==> src/rtl/icache_ctrl.sv <==
// Direct-mapped, read-only instruction cache controller: tag lookup through the line RAM,
// four-beat line refill from memory, and a full-array invalidate sweep after reset or flush.
module icache_ctrl #(
  parameter int unsigned INDEX_W = 6,
  parameter int unsigned TAG_W   = 22,
  parameter int unsigned LINE_W  = 151
) (
  input  logic               clk,
  input  logic               rst,
  input  logic               cpu_req_valid,
  input  logic [31:0]        cpu_req_addr,
  output logic               cpu_req_ready,
  output logic               cpu_resp_valid,
  output logic [31:0]        cpu_resp_data,
  input  logic               flush_req,
  output logic               busy,
  output logic               mem_rd_req,
  output logic [31:0]        mem_rd_addr,
  input  logic               mem_rd_ready,
  input  logic               mem_rd_valid,
  input  logic [31:0]        mem_rd_data,
  output logic [INDEX_W-1:0] ram_r_index,
  input  logic [LINE_W-1:0]  ram_rdata,
  output logic               ram_we,
  output logic [INDEX_W-1:0] ram_w_index,
  output logic [LINE_W-1:0]  ram_wdata
);

  typedef enum logic [2:0] {StInit, StIdle, StLookup, StMissReq, StRefill, StFill} state_e;

  state_e             state_q, state_d;
  logic [INDEX_W-1:0] k_q, k_d;
  logic [31:2]        addr_q, addr_d;
  logic [1:0]         beat_q, beat_d;
  logic [3:0][31:0]   line_q, line_d;
  logic               resp_valid_q, resp_valid_d;
  logic [31:0]        resp_data_q, resp_data_d;

  logic [3:0][31:0]   ram_words;
  logic               hit;
  logic               unused_addr;

  assign unused_addr = ^cpu_req_addr[1:0];
  assign ram_words   = ram_rdata[127:0];
  assign hit         = ram_rdata[LINE_W-1] &&
                       (ram_rdata[LINE_W-2 -: TAG_W] == addr_q[31 -: TAG_W]);

  always_comb begin
    state_d       = state_q;
    k_d           = k_q;
    addr_d        = addr_q;
    beat_d        = beat_q;
    line_d        = line_q;
    resp_valid_d  = 1'b0;
    resp_data_d   = resp_data_q;
    cpu_req_ready = 1'b0;
    busy          = (state_q != StIdle);
    ram_r_index   = addr_q[4 +: INDEX_W];
    ram_we        = 1'b0;
    ram_w_index   = '0;
    ram_wdata     = '0;
    mem_rd_req    = 1'b0;
    mem_rd_addr   = '0;

    unique case (state_q)
      StInit: begin
        ram_we      = 1'b1;
        ram_w_index = k_q;
        k_d         = k_q + 1'b1;
        if (k_q == '1) state_d = StIdle;
      end
      StIdle: begin
        if (flush_req) begin
          state_d = StInit;
          k_d     = '0;
        end else begin
          cpu_req_ready = 1'b1;
          ram_r_index   = cpu_req_addr[4 +: INDEX_W];
          if (cpu_req_valid) begin
            addr_d  = cpu_req_addr[31:2];
            state_d = StLookup;
          end
        end
      end
      StLookup: begin
        if (hit) begin
          resp_valid_d = 1'b1;
          resp_data_d  = ram_words[addr_q[3:2]];
          state_d      = StIdle;
        end else begin
          state_d = StMissReq;
        end
      end
      StMissReq: begin
        mem_rd_req  = 1'b1;
        mem_rd_addr = {addr_q[31:4], 4'b0};
        if (mem_rd_ready) begin
          beat_d  = '0;
          state_d = StRefill;
        end
      end
      StRefill: begin
        if (mem_rd_valid) begin
          line_d[beat_q] = mem_rd_data;
          beat_d         = beat_q + 1'b1;
          if (beat_q == 2'd3) state_d = StFill;
        end
      end
      StFill: begin
        ram_we       = 1'b1;
        ram_w_index  = addr_q[4 +: INDEX_W];
        ram_wdata    = {1'b1, addr_q[31 -: TAG_W], line_q};
        resp_valid_d = 1'b1;
        resp_data_d  = line_q[addr_q[3:2]];
        state_d      = StIdle;
      end
      default: state_d = StInit;
    endcase

    // Outputs are held at zero for as long as reset is asserted.
    if (rst) begin
      cpu_req_ready = 1'b0;
      busy          = 1'b0;
      ram_r_index   = '0;
      ram_we        = 1'b0;
      ram_w_index   = '0;
      ram_wdata     = '0;
      mem_rd_req    = 1'b0;
      mem_rd_addr   = '0;
    end
  end

  assign cpu_resp_valid = resp_valid_q & ~rst;
  assign cpu_resp_data  = rst ? 32'h0 : resp_data_q;

  always_ff @(posedge clk) begin
    if (rst) begin
      state_q      <= StInit;
      k_q          <= '0;
      addr_q       <= '0;
      beat_q       <= '0;
      line_q       <= '0;
      resp_valid_q <= 1'b0;
      resp_data_q  <= '0;
    end else begin
      state_q      <= state_d;
      k_q          <= k_d;
      addr_q       <= addr_d;
      beat_q       <= beat_d;
      line_q       <= line_d;
      resp_valid_q <= resp_valid_d;
      resp_data_q  <= resp_data_d;
    end
  end

endmodule

==> config.mk <==
export PLATFORM = sky130hd
export DESIGN_NAME = icache_ctrl
export DESIGN_NICKNAME = d
export VERILOG_FILES = /design/src/rtl/icache_ctrl.sv
export SDC_FILE = /design/constraint.sdc
export NUM_CORES = 1
export LEC_CHECK = 0
export CORE_MARGIN = 2
export CORE_UTILIZATION = 37
export CTS_CLUSTER_DIAMETER = 50
export DETAILED_ROUTE_END_ITERATION = 8
export PLACE_DENSITY_LB_ADDON = 0.25
export SLEW_MARGIN = 20
export SYNTH_ARGS = -nofsm -noshare
export SYNTH_HDL_FRONTEND = slang
export SYNTH_SLANG_ARGS = --single-unit
==> constraint.sdc <==
create_clock -name clk -period 2.04 [get_ports clk]
set_input_delay 0.204 -clock clk [delete_from_list [all_inputs] [get_ports clk]]
set_output_delay 0.204 -clock clk [all_outputs]
set_load 0.1 [all_outputs]
==> flow_summary.ini <==
[placement]
numPlacedInstances = 2108
dp_hpwl_um = 31160
gp_congestion = 0.8204
numPortBuffers = 446

[worst_setup_path]
critPathLaunchType = register
cp_max_fo = 8
slowest_delay_ns = 0.33
cp_cell_sequence = buf_6 > buf_6 > inv_4 > nor4_4 > buf_4 > buf_6 > and2_4 > buf_12
critPathRequiredTime_ns = 1.84
cp_num_buf_inv = 6
arrival_ns = 2.06
end_kind = primary output
path_common_cell = buf_6
worstSetupPathType = register to primary output
crit_family = buffers and inverters
slowest_stage = dfxtp_2

[die]
fp.coreArea_um2 = 28940
num_io_pins = 453
dieWidth_um = 176.0
dieArea_um2 = 30960
num_rows = 62
initial_core_util_pct = 37.81
die_y_um = 176.0

[power_and_ir_drop]
power_switching_mw = 2.226
p_per_area_nw_per_um2 = 448.9
switching_share_pct = 23.28
power_leakage_nw = 7.955
seqPwrFrac_pct = 41.3
p_clk_share_pct = 50.0
internal-power_mw = 7.337
finalPower_mw = 9.563
combPwrFrac_pct = 8.7
ir_drop_v = 0.0005199

[routing]
drc = 0
wl_per_cell_um = 22.02
drt-vias-per-instance = 5.300
dr.first_iter.drc_count = 935
finalWirelength_um = 48940
routed-via-count = 11780
first_pass_iters = 5
final_antenna_net_count = 0

[timing]
period_minus_slack_ns = 2.262
fin_ws_ns = -0.2218
setup_viol = 217
skew_ns = 0.02814
rsz0062_at_grt = yes
finalCritPeriodShare_pct = 110.9
max_freq_mhz = 442.1
drv_slew = 0
hold_viol = 0

[synthesis]
synth_warnings = 0
syn_area_per_cell_um2 = 8.221
yosysMostFrequentCell = nand2_1
ys_top_cells_by_count = nand2_1, dfxtp_1, a21oi_1, and2_1, clkbuf_1
synthArstFlopShare_pct = 0
synth-main-ff-cell = dfxtp_1
seq_area_frac_synth_pct = 36.96
synth_seq_cells = 202
ys_types = 42
synth_top_area_share_pct = 36.96
synth.largest_area_cell = dfxtp_1
synth_cells = 1331
synth_edf_count = 0
ys_top_cells_by_area = dfxtp_1, nand2_1, mux4_2
netlist_area_um2 = 10940

[worst_hold_path]
hold_class = primary input to register

[layout]
final_cells = 2223
drive_gt1_share_pct = 40.03
nNetsFinal = 2042
syn_to_final_growth_pct = 94.71

[clock_network]
clock_sinks = 202
cts_tree = built
cts_hold_buf = 0
cts_buffers = 28
cts_buffer_depth = 3
htreeDepth = 1
path_clk_slew_ns = 0.06
cts_root_buf = clkbuf_16
clkLatencyLatePin_ns = 0.55

[global_route]
grt_overflow_total = 0
grt_max_degree = 90
grt_pass1_vias = 12000
grt_use_total_pct = 29.51
grt_pass1_wl_um = 70610
antenna_found_initial = 3

[status]
outcome = finished, violations left
violations = setup timing

[job]
cap_violations = 0
-- placed cells by master, fill, tap and decap left out, types with 33 or more instances in the layout --
master,synthesis,layout
nand2_1,405,393
buf_4,11,49
mux4_2,64,64
clkbuf_16,0,39
and2_4,0,177
dfxtp_1,202,191
buf_12,0,261
a21oi_1,199,192
nor2b_1,35,33
clkdlybuf4s50_1,0,217
-- per-layer routing --
layer,vias to the layer above,wire [µm],share of wire [%],GRT usage [%]
met2,565,24570,50,52.03
met1,5701,18570,38,34.91
li1,5410,-,-,-
met3,105,3879,7.9,6.675
met5,-,0,0,0
met4,0,1920,3.9,11.36
-- kinds of logic (layout without fill, tap and decap cells) --
family	count (synthesis)	in the layout	share of synthesized area, %
other	1	7	0.03427
adder cells (fa/ha/maj)	5	5	0.5718
XOR/XNOR	25	25	2.001
flip-flops	202	202	36.96
AND/OR/NAND/NOR	661	661	28.18
multiplexers	98	98	16.65
buffers and inverters	119	621	4.997
AO/OA/AOI/OAI	220	220	10.61
-- final cells by class --
class | count | area [µm²]
well taps | 384 | 480.5
clock buffers | 36 | 803.3
diodes | 3 | 7.507
fillers | 1907 | 7631
multi-input cells | 1013 | 7287
inverters | 4 | 20.02
repair buffers | 567 | 8519
clock inverters | 14 | 113.9
flip-flops and latches | 202 | 4073
-- worst reg2reg max path: stages, from the launching register on --
cell	delay [ns]
dfxtp_4	0.37
xor2_4	0.19
nor4_4	0.34
buf_4	0.19
nand3_4	0.07
o21ai_4	0.17
buf_12	0.15
buf_12	0.13
buf_12	0.14
mux2_4	0.31
-- through the flow --
stage / instance area, µm² / utilization (%) / setup TNS (ns) / setup slack (ns) / hold slack, ns
after global placement: 18870 / 65.23 / -14.33 / -0.4636 / 0.4515
after detailed placement: 18870 / 65.23 / -16.21 / -0.5282 / 0.4570
after floorplan: 11460 / - / -13.85 / -0.3241 / 0.3400
after CTS: 20790 / 71.87 / -43.13 / -0.2204 / 0.04215
final: 21300 / 73.63 / -24.67 / -0.2218 / 0.06906
after global routing: 21300 / 73.63 / -42.03 / -0.3010 / 0.05967
-- state kept, by name, indices dropped and copies added, names as in the netlist --
name / cells
beat_q: 2
line_q: 128
resp_valid_q: 1
resp_data_q: 32
k_q: 6
state_q: 3
addr_q: 30
-- repair_timing --
item	in CTS	in global routing
resized for setup	107	91
gates cloned	16	11
buffers inserted	32	13
endpoints found under the setup margin	226	356
pin swaps	28	45
-- final timing paths --
path	slack (ns)	to	cells past startpoint	startpoint
max reg2reg	-0.13	resp_data_q[7]	9	addr_q[28]
max	-0.22	mem_rd_addr[30]	8	state_q[0]
min	0.07	addr_q[21]	2	rst
min reg2reg	0.47	line_q[11]	2	line_q[11]
-- power by group through the flow --
stage	Combinational, mW	Clock (mW)	Sequential, mW
after global placement	0.783	0	4.04
after global routing	0.867	5.01	3.95
after detailed placement	0.794	0	4.04
final	0.828	4.78	3.95
after CTS	0.804	4.83	3.95
after floorplan	0.261	0	4.04
Note: power is estimated with default switching activity, not from simulation.
